**src/rtl/mem_arbiter.sv**
```systemverilog
// Shares one single-port fixed-latency memory between instruction fetch and load/store.
// One transaction in flight; data has priority, with a streak limit that protects fetch.
module mem_arbiter #(
    parameter int unsigned LATENCY      = 1,
    parameter int unsigned STARVE_LIMIT = 4
) (
    input  logic        clk,
    input  logic        rst,
    input  logic        if_req,
    input  logic [31:0] if_addr,
    output logic        if_gnt,
    output logic        if_rvalid,
    output logic [31:0] if_rdata,
    input  logic        d_req,
    input  logic        d_we,
    input  logic [31:0] d_addr,
    input  logic [31:0] d_wdata,
    input  logic [2:0]  d_size,
    output logic        d_gnt,
    output logic        d_rvalid,
    output logic [31:0] d_rdata,
    output logic        mem_en,
    output logic        mem_we,
    output logic [31:0] mem_addr,
    output logic [31:0] mem_wdata,
    output logic [2:0]  mem_size,
    input  logic [31:0] mem_rdata,
    output logic        busy,
    output logic        dbg_state,
    output logic [3:0]  dbg_streak
);
    // Handshake: a requester holds req and its payload until the cycle its gnt is 1;
    // that cycle is acceptance. Its rvalid follows exactly LATENCY cycles later, for one cycle.
    typedef enum logic {IDLE = 1'b0, BUSY = 1'b1} state_t;
    typedef enum logic {OWN_FETCH = 1'b0, OWN_DATA = 1'b1} owner_t;

    localparam logic [3:0] LAT4    = 4'(LATENCY);
    localparam logic [3:0] STARVE4 = 4'(STARVE_LIMIT);

    state_t     r_state, w_state_nxt;
    owner_t     r_owner, w_owner_nxt;
    logic       r_is_store, w_is_store_nxt;
    logic [3:0] r_cnt, w_cnt_nxt;
    logic [3:0] r_streak, w_streak_nxt;

    logic w_resp, w_slot, w_pick_d, w_pick_f;

    assign w_resp   = (r_state == BUSY) && (r_cnt == 4'd1);
    assign w_slot   = !rst && ((r_state == IDLE) || w_resp);
    // Fetch only overrides a simultaneous data request once the data streak hits the limit.
    assign w_pick_d = w_slot && d_req && (!if_req || (r_streak != STARVE4));
    assign w_pick_f = w_slot && if_req && !w_pick_d;

    assign busy       = (r_state == BUSY);
    assign dbg_state  = r_state;
    assign dbg_streak = r_streak;

    always_ff @(posedge clk or posedge rst) begin
        if (rst) begin
            r_state    <= IDLE;
            r_owner    <= OWN_FETCH;
            r_is_store <= 1'b0;
            r_cnt      <= 4'd0;
            r_streak   <= 4'd0;
        end else begin
            r_state    <= w_state_nxt;
            r_owner    <= w_owner_nxt;
            r_is_store <= w_is_store_nxt;
            r_cnt      <= w_cnt_nxt;
            r_streak   <= w_streak_nxt;
        end
    end

    always_comb begin
        w_state_nxt    = r_state;
        w_owner_nxt    = r_owner;
        w_is_store_nxt = r_is_store;
        w_cnt_nxt      = r_cnt;
        w_streak_nxt   = r_streak;
        if_gnt         = w_pick_f;
        d_gnt          = w_pick_d;
        mem_en         = 1'b0;
        mem_we         = 1'b0;
        mem_addr       = 32'd0;
        mem_wdata      = 32'd0;
        mem_size       = 3'd0;
        if_rvalid      = 1'b0;
        if_rdata       = 32'd0;
        d_rvalid       = 1'b0;
        d_rdata        = 32'd0;

        if (r_state == BUSY) begin
            w_cnt_nxt = r_cnt - 4'd1;
            if (w_resp) begin
                w_state_nxt = IDLE;
            end
        end

        if (w_resp) begin
            if (r_owner == OWN_FETCH) begin
                if_rvalid = 1'b1;
                if_rdata  = mem_rdata;
            end else begin
                d_rvalid = 1'b1;
                d_rdata  = r_is_store ? 32'd0 : mem_rdata;
            end
        end

        if (w_pick_d) begin
            mem_en         = 1'b1;
            mem_we         = d_we;
            mem_addr       = d_addr;
            mem_wdata      = d_wdata;
            mem_size       = d_size;
            w_state_nxt    = BUSY;
            w_cnt_nxt      = LAT4;
            w_owner_nxt    = OWN_DATA;
            w_is_store_nxt = d_we;
            if (if_req) begin
                w_streak_nxt = (r_streak == STARVE4) ? r_streak : r_streak + 4'd1;
            end else begin
                w_streak_nxt = 4'd0;
            end
        end else if (w_pick_f) begin
            mem_en         = 1'b1;
            mem_addr       = if_addr;
            mem_size       = 3'b010;
            w_state_nxt    = BUSY;
            w_cnt_nxt      = LAT4;
            w_owner_nxt    = OWN_FETCH;
            w_is_store_nxt = 1'b0;
            w_streak_nxt   = 4'd0;
        end
    end
endmodule
```
**config.mk**
```make
export PLATFORM = sky130hd
export DESIGN_NAME = mem_arbiter
export DESIGN_NICKNAME = d
export VERILOG_FILES = /design/src/rtl/mem_arbiter.sv
export SDC_FILE = /design/constraint.sdc
export NUM_CORES = 1
export LEC_CHECK = 0
export CAP_MARGIN = 20
export CORE_AREA = 2 2 107 109
export CTS_CLUSTER_SIZE = 10
export DETAILED_ROUTE_END_ITERATION = 8
export DIE_AREA = 0 0 109 111
export GPL_ROUTABILITY_DRIVEN = 1
export PLACE_DENSITY = 0.73
export SYNTH_ARGS = -nofsm -noshare
export SYNTH_HDL_FRONTEND = slang
export SYNTH_SLANG_ARGS = --single-unit
```
**constraint.sdc**
```tcl
create_clock -name clk -period 1.8 [get_ports clk]
set_clock_uncertainty 0.15 [all_clocks]
set_input_delay 0.18 -clock clk [delete_from_list [all_inputs] [get_ports clk]]
set_output_delay 0.18 -clock clk [all_outputs]
set_load 0.01 [all_outputs]
```
======== Yosys cells after proc, flatten, opt, wreduce, memory -nomap -nowiden ========
Index checks and enable logic that the tools add are counted.
W data, S select, Z words.
cells by class
  reduce and logical (&&, ||, !) cells .... 14
  mux-type cells .......................... 31
  divide/modulo/power cells ............... 0
  eq/ne operators ......................... 4
  $mul .................................... 0
  add/subtract/negate cells ............... 2
  bitwise operators ....................... 1
  order comparisons ....................... 0
  shifts and indexed selects .............. 0
operators by type and width
  kind                   count
  $mux W32               8
  $mux W4                7
  $mux W1                14
  $logic_and A1 B1 Y1    6
  $add A4 B1 Y4 const B  1
  $eq A4 B1 Y1 const B   1
  $eq A4 B3 Y1 const B   1
  $ne A4 B3 Y1 const B   1
  $sub A4 B1 Y4 const B  1
  $logic_not A1 Y1       3
  $mux W3                1
  $ne A3 B3 Y1 const B   1
  $reduce_bool A3 Y1     1
  $logic_or A1 B1 Y1     2
  $mux W2                1
  $reduce_and A2 Y1      1
  $reduce_bool A2 Y1     1
  $not A1 Y1             1
word-level totals
  latch bits .............................. 0
  register bits after elaboration ......... 11
  bits of input ports ..................... 136
  bits in writable memories ............... 0
  output and inout port bits .............. 143
  ROM bits ................................ 0
  word-level logic and storage cells ...... 57
  memories ................................ 0

======== Longest topological paths before layout ========
  depth in word-level cells ............... 10
  depth in mapped cells ................... 7
  gate-level depth less buffers ........... 6

======== Worst setup path after synthesis ========
Ideal clock, no wire load.
  kind .................................... reg2out
  from .................................... register r_streak[0], in the netlist dbg_streak[0]
  to ...................................... output mem_addr[12]
  path buffers ............................ 2
  arrival ................................. 1,586 ps
  data required time ...................... 1,470 ps
  stages on the path, launching flop included .. 8
  setup slack ............................. -116 ps
  cells stage by stage .................... dfrtp_1 inv_1 ha_1 and3b_1 buf_2 clkbuf_1 o211ai_1 a21oi_1
on the way
  word-level cells in the longest chain between the ends .. 7
ends and longest elaborated chain
  what                      RTL line  RTL
  start: declaration        44        logic [3:0] r_streak, w_streak_nxt;
  start signal: assignment  70        r_streak <= w_streak_nxt;
  $ne A4 B3 Y1 (*)          51        assign w_pick_d = w_slot && d_req && (!if_req || (r_streak != STARVE4));
  $logic_or A1 B1 Y1 (*)    51
  $logic_and A1 B1 Y1 (*)   51
  $logic_not A1 Y1          52        assign w_pick_f = w_slot && if_req && !w_pick_d;
  $logic_and A1 B1 Y1       52
  $mux W32                  124       end else if (w_pick_f) begin
  $mux W32 (*)              109       if (w_pick_d) begin
  end: declaration          24        output logic [31:0] mem_addr,
Mark *: on every way between the ends. The rest lies on a longest branch, timed or not.

======== Worst setup path after layout ========
  from .................................... register r_cnt[1]
  to ...................................... output if_rdata[10]
on the way
  word-level cells in the longest chain between the ends .. 3
ends and longest elaborated chain
  what                      RTL line  RTL
  start: declaration        43        logic [3:0] r_cnt, w_cnt_nxt;
  start signal: assignment  69        r_cnt <= w_cnt_nxt;
  $eq A4 B1 Y1              48        assign w_resp = (r_state == BUSY) && (r_cnt == 4'd1);
  $logic_and A1 B1 Y1       48
  $mux W32                  99        if (w_resp) begin
  end: declaration          13        output logic [31:0] if_rdata,
Every way passes these cells.

==> flow_summary.toml <==
[floorplanning]
ios = 279
core_area_sq_um = 11100
dieArea_sq_um = 12100
initial_core_util = 0.179
fp.dieH_microns = 111
chipWidth_microns = 109
rows = 39

[place]
place_area_sq_um = 5180
gp_congestion = 0.919
numPlacedInstances = 719
port_buffers = 278
hpwl_mm = 8.74

[worst_setup_path]
critPathCaptureType = "primary output"
critPathRequiredTime_ns = 1.47
cp.arrival_ns = 1.89
criticalPathCategory = "register to primary output"
cp-start-kind = "register"
critPathMaxFanout = 8
rr_startpoint = "r_cnt[0]$_DFFE_PP0P_"
worstSetupStartpoint = "r_cnt[1]$_DFFE_PP0P_"

[yosys]
yosysTopAreaCellShare = 0.312
synth_fp_nets = 433
synth_cell_types = 39
ys_dominant_reg_cell = "dfrtp_1"
synth_seq_cells = 11
syn_inst = 293
ys_top_cells_by_count = "99 x and2_1, 33 x a21oi_1, 33 x nand3_1, 33 x o211ai_1, 14 x clkbuf_1"
synth.most_common_cell = "and2_1"
synthTopCellsByArea = "and2_1 31%, dfrtp_1 14%, o211ai_1 12%, a21oi_1 8.3%, nand3_1 8.3%"
synth_edf_count = 0
yosysWarnings = 0
syn_avg_cell_area_sq_um = 6.78
seq_area_frac_synth = 0.139
synth_area_sq_um = 1990
synth_area_leader_cell = "and2_1"
postSynth.asyncResetShare = 1.00

[status]
outcome = "complete, but fails checks"
violations = "setup timing"

[final_layout]
fin_area_sq_um = 5680
layout-drive-gt1-share = 0.442
fillers = 1011
nets = 752
diodes = 0
syn2layout_area_growth_pct = 186
utilization = 0.513
finalNonFillerCells = 754

[drt]
wire_per_inst_microns = 17.1
drtIter0Drc = 160
dr_wl_met3_microns = 954
antenna_left = 0
via_per_inst = 4.57
drc_errors = 0
wl_met2_mm = 6.52
vias = 3444
finalWirelength_mm = 12.9
drt_first_pass_iters = 4
wl_met1_mm = 5.17
top_layer = "met4"

[timing]
rsz0062_at_grt = "true"
fmax_mhz = 449
maxSlewHeadroom = 0.686
worst_pin_slew_ns = 0.465
hold_ws_ns = 0.147
slew_violations = 0
setup-tns-final_ns = -43.26
worst_slack_ns = -0.425
period_share = 1.24
setup_violations = 139
hold_violations = 0
fin_crit_ns = 2.22

[worst_hold_path]
hold_path.class = "input port to async pin"

[cts]
path_clk_slew_ns = 0.04
cts_tree = "done"
clock_latency_ns = 0.24
root_buffer = "clkbuf_16"
cts_buffer_depth = 2
cts_made_buffers = 3
htreeDepth = 1
holdBufCountCts = 0
clkSinkCount = 11

[grt]
grt_pass1_vias = 3398
antenna_found_initial = 0
grt_start_max_net_pins = 40
grt_first_pass_wirelength_mm = 17.8
overflow = 0
track_usage = 0.183

[flow_run]
cap_violations = 0

[pwr]
p_per_area_nw_per_um2 = 861
peakVddDrop_mv = 0.406
power.leakage_nw = 2.56
-- logic make-up (layout without fill, tap and decap cells) --
kind of cell               Yosys count  count (layout)  synth area share
and+or+nand+nor                    153             153             0.467
DFF                                 11              11             0.139
buffers and inverters               43             361            0.0913
AOI/OAI and AO/OA                   79              79             0.264
adders and majority gates            4               4            0.0252
xor gates and xnor gates             3               3            0.0132
-- critical path, cell delays in order, from the launching register on --
cell and delay, ns:
dfrtp_1 0.38, inv_2 0.08, ha_4 0.12, nand4bb_1 0.14, buf_4 0.19, nor2_4 0.14
buf_12 0.13, buf_8 0.12, buf_4 0.11, and2_1 0.11, buf_2 0.13
-- power breakdown --
| group | leakage [nW] | switching (W) | internal [W] |
|---|---|---|---|
| clock | 0.0382 | 0.000118 | 0.000298 |
| sequential | 0.136 | 0.000100 | 0.000361 |
| combinational | 2.39 | 0.00174 | 0.00228 |
-- sequential cells by signal, summed over array words and instances (netlist names) --
register,count
r_is_store,1
busy,1
r_cnt,4
dbg_streak,4
r_owner,1
-- cell usage in the layout, fill, tap and decap left out, drive strengths merged, types with 6 or more instances in the layout --
master         netlist  layout
clkdlybuf4s15        0      26
clkdlybuf4s50        0     141
inv                 11      11
o211ai              34      34
buf                 14     162
nand3               33      33
and2                99      99
dfrtp               11      11
a21oi               33      33
clkbuf              18      19
nor2                 6       6
-- stage by stage --
| stage | setup slack, ns | total power (W) |
|---|---|---|
| final | -0.425 | 0.00489 |
| after floorplan | 0.00633 | 0.00179 |
| after global placement | -0.510 | 0.00367 |
| after CTS | -0.452 | 0.00431 |
| after detailed placement | -0.544 | 0.00374 |
| after global routing | -0.509 | 0.00519 |
-- area by class of cell --
class | count | area [sq um] | area share
Multi-Input combinational cell | 239 | 1720 | 0.303
Sequential cell | 11 | 278 | 0.0489
Tap cell | 143 | 179 | 0.0315
Clock buffer | 4 | 78.8 | 0.0139
Inverter | 11 | 41.3 | 0.00727
Timing Repair Buffer | 346 | 3390 | 0.596
-- path summary, 6_finish.rpt --
path                       cells after the start                         to  slack (ns)
max                                           10               if_rdata[10]       -0.42
min                                            3       r_cnt[3]$_DFFE_PP0P_        0.15
max reg2reg                                    9     r_is_store$_DFFE_PP0P_       -0.35
min reg2reg                                    2        r_owner$_DFFE_PP0P_        0.45
max in group asynchronous                      4  dbg_streak[1]$_DFFE_PP0P_        1.10
min in group clk                               2     r_is_store$_DFFE_PP0P_        0.43
-- repair_timing --
action	4_1_cts	5_1_grt
gates resized for setup	483	161
pin swaps	9	44
cloned	5	11
buffers inserted	13	7
hold endpoints to repair	0	0
setup endpoints to repair	138	143
-- layer usage --
| layer | vias up | global-route usage |
|---|---|---|
| li1 | 1659 | - |
| met1 | 1604 | 0.215 |
| met2 | 158 | 0.339 |
| met3 | 23 | 0.0312 |
| met4 | 0 | 0.0419 |
| met5 | - | 0 |
No activity file was read; power rests on OpenSTA's default activity.
